[config.mk]
export PLATFORM = sky130hd
export DESIGN_NAME = add16_arbiter
export DESIGN_NICKNAME = d
export VERILOG_FILES = /design/src/rtl/add16_arbiter.sv
export SDC_FILE = /design/constraint.sdc
export NUM_CORES = 1
export LEC_CHECK = 0
export CORE_AREA = 5 5 122 124
export CTS_BUF_LIST = sky130_fd_sc_hd__clkbuf_8
export CTS_CLUSTER_SIZE = 28
export DETAILED_ROUTE_END_ITERATION = 12
export DIE_AREA = 0 0 127 129
export GPL_ROUTABILITY_DRIVEN = 1
export PLACE_DENSITY = 0.85
export SLEW_MARGIN = 20
export SYNTH_ARGS = -nofsm -noshare
export SYNTH_HDL_FRONTEND = slang
export SYNTH_SLANG_ARGS = --single-unit
[constraint.sdc]
create_clock -name cp2 -period 3.08 [get_ports cp2]
set_clock_uncertainty 0.2 [all_clocks]
set_input_delay 0.616 -clock cp2 [delete_from_list [all_inputs] [get_ports cp2]]
set_output_delay 0.616 -clock cp2 [all_outputs]
set_load 0.01 [all_outputs]
[src/rtl/add16_arbiter.sv]
// add16_arbiter: shares one 16-bit carry look-ahead adder between NREQ
// requesters. Narrow (16-bit) adds finish in one pass. Wide (32-bit) adds use
// a second pass in state HI that adds the captured high halves plus the
// stored low carry. Results are registered and tagged with the requester
// index.
// Build option: define ADD16_ARB_RR_EN for round-robin arbitration. When it
// is left undefined, the lowest requester index always wins.

// CLA16B4x4S: four 4-bit look-ahead groups joined by a second look-ahead
// level across the groups.
module CLA16B4x4S (
  input  logic [15:0] a,
  input  logic [15:0] b,
  input  logic        ci,
  output logic [15:0] s,
  output logic        co
);
  // Carries into bits 1..3 of a 4-bit group, from bit generate/propagate
  function automatic logic [2:0] carry3(input logic [2:0] g, input logic [2:0] p,
                                        input logic c0);
    logic [2:0] c;
    c[0] = g[0] | (p[0] & c0);
    c[1] = g[1] | (p[1] & g[0]) | (p[1] & p[0] & c0);
    c[2] = g[2] | (p[2] & g[1]) | (p[2] & p[1] & g[0]) | (p[2] & p[1] & p[0] & c0);
    return c;
  endfunction

  // Group generate: carry out of a 4-bit group when its carry-in is 0
  function automatic logic grp_gen(input logic [3:0] g, input logic [3:1] p);
    return g[3] | (p[3] & g[2]) | (p[3] & p[2] & g[1]) | (p[3] & p[2] & p[1] & g[0]);
  endfunction

  logic [15:0] w_g;
  logic [15:0] w_p;
  logic [15:0] w_c;
  logic [3:0]  w_gg;
  logic [3:0]  w_gp;
  logic [3:0]  w_gcin;

  assign w_g = a & b;
  assign w_p = a ^ b;

  for (genvar j = 0; j < 4; j++) begin : g_grp
    assign w_gg[j]            = grp_gen(w_g[4*j +: 4], w_p[4*j+1 +: 3]);
    assign w_gp[j]            = &w_p[4*j +: 4];
    assign w_c[4*j]           = w_gcin[j];
    assign w_c[4*j+1 +: 3]    = carry3(w_g[4*j +: 3], w_p[4*j +: 3], w_gcin[j]);
  end

  // The second look-ahead level uses the same equations on group generate and propagate.
  assign w_gcin[0]   = ci;
  assign w_gcin[3:1] = carry3(w_gg[2:0], w_gp[2:0], ci);
  assign co          = grp_gen(w_gg, w_gp[3:1]) | ((&w_gp) & ci);
  assign s           = w_p ^ w_c;
endmodule

module add16_arbiter #(
  parameter int NREQ = 3,
  parameter int IDW  = 2
) (
  input  logic                 cp2,
  input  logic                 ireset,
  input  logic [NREQ-1:0]      req_i,
  input  logic [NREQ-1:0]      wide_i,
  input  logic [NREQ*32-1:0]   a_i,
  input  logic [NREQ*32-1:0]   b_i,
  input  logic [NREQ-1:0]      ci_i,
  output logic [NREQ-1:0]      gnt_o,
  output logic [31:0]          res_o,
  output logic                 co_o,
  output logic                 res_vld_o,
  output logic [IDW-1:0]       res_id_o,
  output logic                 busy_o
);
  typedef enum logic {S_IDLE = 1'b0, S_HI = 1'b1} state_t;

  state_t           r_state;
  state_t           w_state_nxt;

  logic [IDW-1:0]   w_base;
  logic [IDW:0]     w_sidx;
  logic             w_hit;
  logic             w_found;
  logic [IDW-1:0]   w_win;

  logic [NREQ-1:0]  w_onehot;
  logic [15:0]      w_lo_a;
  logic [15:0]      w_lo_b;
  logic [15:0]      w_sel_hi_a;
  logic [15:0]      w_sel_hi_b;
  logic             w_sel_ci;
  logic             w_sel_wide;

  logic [NREQ-1:0]  w_gnt;
  logic [15:0]      w_add_a;
  logic [15:0]      w_add_b;
  logic             w_add_ci;
  logic [15:0]      w_sum;
  logic             w_co;

  logic [31:0]      r_res;
  logic             r_co;
  logic             r_vld;
  logic [IDW-1:0]   r_id;
  logic [15:0]      r_hi_a;
  logic [15:0]      r_hi_b;
  logic             r_lo_c;

`ifdef ADD16_ARB_RR_EN
  logic [IDW-1:0]   r_ptr;

  // The round-robin pointer holds last winner + 1 modulo NREQ. It moves only when a grant is issued.
  always_ff @(posedge cp2 or posedge ireset) begin
    if (ireset) begin
      r_ptr <= '0;
    end else if (r_state == S_IDLE && w_found) begin
      r_ptr <= (w_win == IDW'(NREQ - 1)) ? '0 : w_win + IDW'(1);
    end else begin
      r_ptr <= r_ptr;
    end
  end

  assign w_base = r_ptr;
`else
  assign w_base = '0;
`endif

  // Search the requests starting at w_base and wrapping around; the first hit wins.
  always_comb begin
    w_found = 1'b0;
    w_win   = '0;
    w_sidx  = '0;
    w_hit   = 1'b0;
    for (int k = 0; k < NREQ; k++) begin
      w_sidx  = {1'b0, w_base} + (IDW+1)'(k);
      w_sidx  = (w_sidx >= (IDW+1)'(NREQ)) ? w_sidx - (IDW+1)'(NREQ) : w_sidx;
      w_hit   = req_i[w_sidx[IDW-1:0]] & ~w_found;
      w_win   = w_hit ? w_sidx[IDW-1:0] : w_win;
      w_found = w_found | w_hit;
    end
  end

  // Operand and flag select for the winning requester
  always_comb begin
    w_onehot   = '0;
    w_lo_a     = '0;
    w_lo_b     = '0;
    w_sel_hi_a = '0;
    w_sel_hi_b = '0;
    w_sel_ci   = 1'b0;
    w_sel_wide = 1'b0;
    for (int i = 0; i < NREQ; i++) begin
      w_onehot[i] = (w_win == IDW'(i));
      w_lo_a      = w_onehot[i] ? a_i[i*32 +: 16]      : w_lo_a;
      w_lo_b      = w_onehot[i] ? b_i[i*32 +: 16]      : w_lo_b;
      w_sel_hi_a  = w_onehot[i] ? a_i[i*32 + 16 +: 16] : w_sel_hi_a;
      w_sel_hi_b  = w_onehot[i] ? b_i[i*32 + 16 +: 16] : w_sel_hi_b;
      w_sel_ci    = w_onehot[i] ? ci_i[i]              : w_sel_ci;
      w_sel_wide  = w_onehot[i] ? wide_i[i]            : w_sel_wide;
    end
  end

  // FSM state register
  always_ff @(posedge cp2 or posedge ireset) begin
    if (ireset) begin
      r_state <= S_IDLE;
    end else begin
      r_state <= w_state_nxt;
    end
  end

  // FSM next state, grant, and adder input mux
  always_comb begin
    w_state_nxt = r_state;
    w_gnt       = '0;
    w_add_a     = '0;
    w_add_b     = '0;
    w_add_ci    = 1'b0;
    case (r_state)
      S_IDLE: begin
        w_add_a  = w_lo_a;
        w_add_b  = w_lo_b;
        w_add_ci = w_sel_ci;
        if (w_found) begin
          w_gnt       = w_onehot;
          w_state_nxt = w_sel_wide ? S_HI : S_IDLE;
        end else begin
          w_gnt       = '0;
          w_state_nxt = S_IDLE;
        end
      end
      S_HI: begin
        w_add_a     = r_hi_a;
        w_add_b     = r_hi_b;
        w_add_ci    = r_lo_c;
        w_state_nxt = S_IDLE;
      end
      default: begin
        w_state_nxt = S_IDLE;
      end
    endcase
  end

  CLA16B4x4S u_cla (
    .a  (w_add_a),
    .b  (w_add_b),
    .ci (w_add_ci),
    .s  (w_sum),
    .co (w_co)
  );

  // Result, tag and high-half capture registers. res_vld_o is a one-cycle pulse.
  always_ff @(posedge cp2 or posedge ireset) begin
    if (ireset) begin
      r_res  <= 32'h0000_0000;
      r_co   <= 1'b0;
      r_vld  <= 1'b0;
      r_id   <= '0;
      r_hi_a <= 16'h0000;
      r_hi_b <= 16'h0000;
      r_lo_c <= 1'b0;
    end else begin
      r_vld <= 1'b0;
      case (r_state)
        S_IDLE: begin
          if (w_found) begin
            r_res[15:0] <= w_sum;
            r_co        <= w_co;
            r_id        <= w_win;
            if (w_sel_wide) begin
              r_hi_a <= w_sel_hi_a;
              r_hi_b <= w_sel_hi_b;
              r_lo_c <= w_co;
            end else begin
              r_res[31:16] <= 16'h0000;
              r_vld        <= 1'b1;
            end
          end else begin
            r_vld <= 1'b0;
          end
        end
        S_HI: begin
          r_res[31:16] <= w_sum;
          r_co         <= w_co;
          r_vld        <= 1'b1;
        end
        default: begin
          r_vld <= 1'b0;
        end
      endcase
    end
  end

  // Force the grant low while reset is asserted, so no request is acknowledged during reset.
  assign gnt_o     = w_gnt & {NREQ{~ireset}};
  assign res_o     = r_res;
  assign co_o      = r_co;
  assign res_vld_o = r_vld;
  assign res_id_o  = r_id;
  assign busy_o    = (r_state == S_HI);
endmodule

# [Word-level counts from Yosys, hierarchy flattened]
# Index checks and enable logic that the tools add are counted.
[totals] reg_bits=70
[classes] n_reduce_logical=9 n_mux=36 n_eq_ne=4 n_bitwise=129
[op_table] operator="$mux W16" count=13
[op_table] operator="$pmux W16 S2" count=3
[op_table] operator="$and A1 B1 Y1" count=73
[op_table] operator="$or A1 B1 Y1" count=48
[op_table] operator="$mux W32" count=1
[op_table] operator="$xor A16 B16 Y16" count=2
[op_table] operator="$and A16 B16 Y16" count=1
[op_table] operator="$reduce_and A16 Y1" count=1
[op_table] operator="$reduce_and A4 Y1" count=4
[op_table] operator="$mux W1" count=12
[op_table] operator="$pmux W1 S2" count=4
[op_table] operator="$mux W3" count=2
[op_table] operator="$ne A2 B2 Y1 const B" count=2
[op_table] operator="$not A1 Y1" count=4
[op_table] operator="$reduce_and A2 Y1" count=2
[op_table] operator="$and A3 B3 Y3" count=1
[op_table] operator="$reduce_and A3 Y1" count=1
[op_table] operator="$eq A2 B1 Y1 const B" count=1
[op_table] operator="$eq A2 B2 Y1 const B" count=1
[op_table] operator="$logic_not A2 Y1" count=1
[op_table] operator="$mux W2" count=1

# [Depth between registers and ports, before layout]
# Gate-level depths: netlist (run 1).
[depth] ltp_word=25 mapped_depth=17 ltp_nobuf=16

# [Modules after synthesis]
# Synthesis (run 1) repeated with hierarchy kept, for this count alone.
[hier_totals] cells_unflattened=559 area_unflattened_um2=5441.5
[by_module_without_submodules] mod="add16_arbiter" seq_area_each_um2=1751.7 cells_per_inst=479 n_inst=1 area_each_um2=4742.0
[by_module_without_submodules] mod="CLA16B4x4S" seq_area_each_um2=0.0 cells_per_inst=80 n_inst=1 area_each_um2=699.4

# [Least setup slack after synthesis (run 1)]
# Ideal clock, no wire load.
[synth_timing] path_kind="input-to-reg" from="input port req_i[0]" to="register r_res[13] (netlist: res_o[13])" n_path_buf=2 t_required_ps=2745 setup_slack_ps=-822 path_stages=16 setup_time_ps=135 arrival_time_ps=3567 cell_sequence="buf_4 nor2_1 clkbuf_1 a22oi_1 nor2_1 a221oi_1 o21ai_0 ha_1 nand4_1 a2111oi_4 nor2_2 nor2_1 nor2_1 fa_1 xor2_1 o21ai_0"
[synth_between] elab_chain_len=23
[synth_lines] element="start: declaration" line_no="63" rtl="input logic [NREQ-1:0] req_i,"
[synth_lines] element="$not A1 Y1" line_no="137" rtl="w_hit = req_i[w_sidx[IDW-1:0]] & ~w_found;"
[synth_lines] element="$and A1 B1 Y1" line_no="137"
[synth_lines] element="$or A1 B1 Y1" line_no="139" rtl="w_found = w_found | w_hit;"
[synth_lines] element="$not A1 Y1" line_no="137"
[synth_lines] element="$and A1 B1 Y1" line_no="137"
[synth_lines] element="$mux W2" line_no="138" rtl="w_win = w_hit ? w_sidx[IDW-1:0] : w_win;"
[synth_lines] element="$logic_not A2 Y1" line_no="153" rtl="w_onehot[i] = (w_win == IDW'(i));"
[synth_lines] element="$mux W16 (on tied branches) (3 in a row)" line_no="154, 155"
[synth_lines] element="[2 not listed]"
[synth_lines] element="$and A1 B1 Y1" line_no="30" rtl="return g[3] | (p[3] & g[2]) | (p[3] & p[2] & g[1]) | (p[3] & p[2] & p[1] & g[0]);"
[synth_lines] element="$or A1 B1 Y1 / $and A1 B1 Y1 (equally long branches) (2 in a row)" line_no="30"
[synth_lines] element="$or A1 B1 Y1" line_no="30"
[synth_lines] element="$and A1 B1 Y1" line_no="24" rtl="c[2] = g[2] | (p[2] & g[1]) | (p[2] & p[1] & g[0]) | (p[2] & p[1] & p[0] & c0);"
[synth_lines] element="$or A1 B1 Y1 (3 in a row)" line_no="24"
[synth_lines] element="$and A1 B1 Y1" line_no="22" rtl="c[0] = g[0] | (p[0] & c0);"
[synth_lines] element="$or A1 B1 Y1" line_no="22"
[synth_lines] element="$xor A16 B16 Y16" line_no="54" rtl="assign s = w_p ^ w_c;"
[synth_lines] element="end signal: assignment" line_no="227" rtl="r_res[15:0] <= w_sum;"
[synth_lines] element="end: declaration" line_no="101" rtl="logic [31:0] r_res;"
# Parallel ways exist; a longest one is shown, timed or not.
# A chain may end at the register's enable or synchronous reset.

# [Final worst setup path (run 1)]
[layout_timing] from="input port a_i[65]" to="register r_co (netlist: co_o)"
[layout_between] elab_chain_len=11
[layout_lines] element="start: declaration" line_no="65" rtl="input logic [NREQ*32-1:0] a_i,"
[layout_lines] element="$mux W16 (*)" line_no="154" rtl="w_lo_a = w_onehot[i] ? a_i[i*32 +: 16] : w_lo_a;"
[layout_lines] element="$pmux W16 S2 (*)" line_no="179" rtl="case (r_state)"
[layout_lines] element="$and A16 B16 Y16 / $xor A16 B16 Y16 (equally long branches)" line_no="40, 41"
[layout_lines] element="$and A1 B1 Y1" line_no="30"
[layout_lines] element="$or A1 B1 Y1 / $and A1 B1 Y1 (equally long branches)" line_no="30"
[layout_lines] element="$or A1 B1 Y1" line_no="30"
[layout_lines] element="$and A1 B1 Y1" line_no="30"
[layout_lines] element="$or A1 B1 Y1" line_no="30"
[layout_lines] element="$or A1 B1 Y1 (*)" line_no="53" rtl="assign co = grp_gen(w_gg, w_gp[3:1]) | ((&w_gp) & ci);"
[layout_lines] element="$mux W1" line_no="226" rtl="if (w_found) begin"
[layout_lines] element="$pmux W1 S2 (*)" line_no="224" rtl="case (r_state)"
[layout_lines] element="end signal: assignment" line_no="228" rtl="r_co <= w_co;"
[layout_lines] element="end signal: assignment" line_no="244" rtl="r_co <= w_co;"
[layout_lines] element="end: declaration" line_no="102" rtl="logic r_co;"
# Mark *: on every way between the ends. The rest lies on a longest branch, timed or not. The select of a mux whose other input is x is not followed.

==> results of run 1 <==
==> metal layers <==
metal / GRT usage / vias to the layer above / wire [µm] / part of all wire
met5: 0 / - / 0 / 0
met4: 0.130 / 0 / 1450 / 0.060
li1: - / 3117 / - / -
met1: 0.326 / 3277 / 8920 / 0.37
met2: 0.456 / 443 / 11800 / 0.49
met3: 0.0652 / 130 / 2070 / 0.085
==> per-stage QoR <==
stage          instance area [µm²]  setup WS (ns)  std cells
2_1_floorplan                 5440         -0.368        648
3_3_place_gp                  8580          -1.25       1113
3_5_place_dp                  8580          -1.35       1113
4_1_cts                       9220         -0.298       1151
5_1_grt                       9510         -0.701       1161
6_report                      9510         -0.567       1161
==> layout make-up <==
| cell class | instances | area share |
|---|---|---|
| Clock buffer | 12 | 0.0174 |
| Clock inverter | 4 | 0.00723 |
| Inverter | 8 | 0.00434 |
| Multi-Input combinational cell | 513 | 0.382 |
| Sequential cell | 70 | 0.184 |
| Tap cell | 180 | 0.0237 |
| Timing Repair Buffer | 374 | 0.381 |
==> worst paths after layout <==
kind / startpoint / endpoint / slack, ns / depth (start not counted)
setup / recovery: a_i[65] / co_o$_DFFE_PP0P_ / -0.57 / 13
hold / removal: res_o[4]$_DFFE_PP0P_ / res_o[4]$_DFFE_PP0P_ / 0.27 / 2
setup reg to reg: busy_o$_DFF_PP0_ / co_o$_DFFE_PP0P_ / -0.01 / 11
hold reg to reg: res_o[4]$_DFFE_PP0P_ / res_o[4]$_DFFE_PP0P_ / 0.27 / 2
max in group asynchronous: ireset / busy_o$_DFF_PP0_ / 1.66 / 3
min in group asynchronous: ireset / res_o[19]$_DFFE_PP0P_ / 0.51 / 3
==> power groups by stage <==
| stage | combinational, mW | clock (mW) | sequential (mW) |
|---|---|---|---|
| floorplan | 1.10 | 0 | 1.49 |
| global placement | 2.39 | 0 | 1.43 |
| detailed placement | 2.46 | 0 | 1.45 |
| CTS | 2.64 | 0.879 | 1.43 |
| global route | 3.08 | 0.910 | 1.48 |
| finish | 2.90 | 0.872 | 1.44 |
==> synth_stat cells (all sizes together), types with 4 or more instances <==
cell type / instances / area share
a31oi: 5 / 0.0089
a22oi: 66 / 0.095
a21o: 4 / 0.0058
inv: 8 / 0.0058
buf: 14 / 0.013
a22o: 4 / 0.0067
fa: 4 / 0.015
a221oi: 64 / 0.11
ha: 16 / 0.039
o21ai: 92 / 0.089
xnor2: 5 / 0.0084
clkbuf: 44 / 0.032
a21oi: 10 / 0.010
nand4: 5 / 0.0060
nor2: 81 / 0.060
nand2: 97 / 0.070
o21a: 8 / 0.012
dfrtp: 70 / 0.34
==> flip-flops by register name (all words and copies together), names as in the netlist <==
| signal | cells |
|---|---|
| busy_o | 1 |
| co_o | 1 |
| r_hi_a | 16 |
| r_hi_b | 16 |
| r_lo_c | 1 |
| res_id_o | 2 |
| res_o | 32 |
| res_vld_o | 1 |
==> logic make-up (layout without fill, tap and decap cells) <==
| kind of cell | count (synthesis) | after routing | share of synthesized area |
|---|---|---|---|
| xor gates and xnor gates | 8 | 8 | 0.0135 |
| DFF | 70 | 70 | 0.337 |
| buffers and inverters | 66 | 398 | 0.0504 |
| AOI/OAI and AO/OA | 273 | 273 | 0.371 |
| adders and majority gates | 20 | 20 | 0.0540 |
| and+or+nand+nor | 208 | 209 | 0.167 |
| muxes | 3 | 3 | 0.00651 |
==> worst min-delay path, cell delays in order, from the launching register on <==
cell,delay [ns]
dfrtp_1,0.35
nand2_1,0.05
nand2_1,0.04
==> timing repair <==
item	CTS	global route
buffers inserted	21	12
gates cloned	3	1
gates resized for setup	73	51
setup endpoints to repair	31	30
pin swaps	53	50
==> results.sh, run 1 <==
export IMPL_status="finished, violations left"
export IMPL_violations="setup timing"
export IMPL_routed_wl_mm=24.3
export IMPL_netSwitchingPower_mw=1.91
export IMPL_area_growth_pct=83.2
export IMPL_clock_path_buffers=2
export IMPL_groute_usage_overall=0.270
export IMPL_cp_arrival_ns=3.72
export IMPL_pwr_share_comb=0.556
export IMPL_path_common_cell="buf_4"
export IMPL_max_clock_freq_mhz=274
export IMPL_syn_cell_area_um2=5190
export IMPL_first_global_vias=6908
export IMPL_tightest_slew_ns=0.759
export IMPL_pwr_share_clk=0.168
export IMPL_slowest_delay_ns=0.41
export IMPL_grt_start_max_net_pins=52
export IMPL_netlist_instances=648
export IMPL_drt_first_pass_iters=8
export IMPL_synth_edf_count=0
export IMPL_ys_warn_count=0
export IMPL_initial_utilization=0.380
export IMPL_final_common_cell="clkdlybuf4s50_1"
export IMPL_grt_ovfl_total=0
export IMPL_hold_ws_ns=0.270
export IMPL_clock_root_buffer="clkbuf_8"
export IMPL_grt_setup_unrepaired="true"
export IMPL_path_class="input port to flip-flop"
export IMPL_drive_gt1_frac=0.247
export IMPL_ios=243
export IMPL_fin_tns_setup_ns=-11.53
export IMPL_fin_nets=1199
export IMPL_dp_hpwl_mm=16.5
export IMPL_ys_types=57
export IMPL_synthFlopType="dfrtp_1"
export IMPL_grt_pass1_wl_mm=35.3
export IMPL_finalMaxSlewViolations=0
export IMPL_wire_per_inst_um=20.9
export IMPL_endpoint_kind="flip-flop"
export IMPL_drc=0
export IMPL_routed_via_density=6.00
export IMPL_internal_power_mw=3.30
export IMPL_drtIter0Drc=648
export IMPL_pwr_share_seq=0.276
export IMPL_numCtsBuffers=9
export IMPL_ys_seq_area_frac=0.337
export IMPL_fin_ws_ns=-0.567
export IMPL_die_w_um=127
export IMPL_port_buffers=242
export IMPL_core_um2=13700
export IMPL_ys_ff_latch=70
export IMPL_required_ns=3.15
export IMPL_slew_limit_headroom=0.492
export IMPL_htree_levels=3
export IMPL_rows=43
export IMPL_power_leakage_nw=3.94
export IMPL_path_clk_slew_ns=0.08
export IMPL_power_density_nw_per_um2=547
export IMPL_synth_area_per_cell_um2=8.01
export IMPL_cts_sinks=70
export IMPL_antennaDiodeCount=0
export IMPL_dieArea_um2=16400
export IMPL_seq_area_um2=1750
export IMPL_setup_viol=30
export IMPL_switching_share=0.366
export IMPL_peakVddDrop_v=0.000327
export IMPL_antenna_found_initial=0
export IMPL_post_route_period_util=1.18
export IMPL_cap_violations=0
export IMPL_nFillCells=1008
export IMPL_critical_path_slowest_cell="clkdlybuf4s50_1"
export IMPL_hold_buffers=0
export IMPL_crit_family="compound AO/OA/AOI/OAI gates"
export IMPL_insertion_delay_ns=0.35
export IMPL_multiInputGateArea_um2=3640
export IMPL_synth_nets=871
export IMPL_power_mw=5.20
export IMPL_postLayoutCoreUtil=0.696
export IMPL_worstPathCellList="clkdlybuf4s50_1, a22oi_1, nor2_1, a221oi_2, o21ai_1, ha_1, nand4_1, buf_4, a2111o_1, a31oi_2, o21ai_2, buf_4, a31oi_1"
export IMPL_gp_congestion=0.912
export IMPL_die_height_um=129
export IMPL_finalHoldViolCount=0
export IMPL_tritoncts="built"
export IMPL_final_cell_mix="217 x clkdlybuf4s50_1, 109 x buf_4, 96 x nand2_1, 74 x nor2_1, 69 x dfrtp_1"
export IMPL_vias=6967
export IMPL_period_needed_ns=3.65
export IMPL_cp_start_kind="input port"
export IMPL_hold_path_class="flip-flop to flip-flop"
export IMPL_drtAntennaViolNets=0
export IMPL_crit_buf_inv=3
export IMPL_cp_max_fo=3
export IMPL_async_reset_ff_frac=1.00
Note: power is estimated with default switching activity, not from simulation.
==> inputs of run 2 (changes only) <==
--- a/config.mk
+++ b/config.mk
@@ -12,7 +12,6 @@
 export DIE_AREA = 0 0 127 129
 export GPL_ROUTABILITY_DRIVEN = 1
 export PLACE_DENSITY = 0.85
-export SLEW_MARGIN = 20
 export SYNTH_ARGS = -nofsm -noshare
 export SYNTH_HDL_FRONTEND = slang
 export SYNTH_SLANG_ARGS = --single-unit
==> results of run 2 <==
The final DEF is identical to that of run 1; final timing and power are the same.
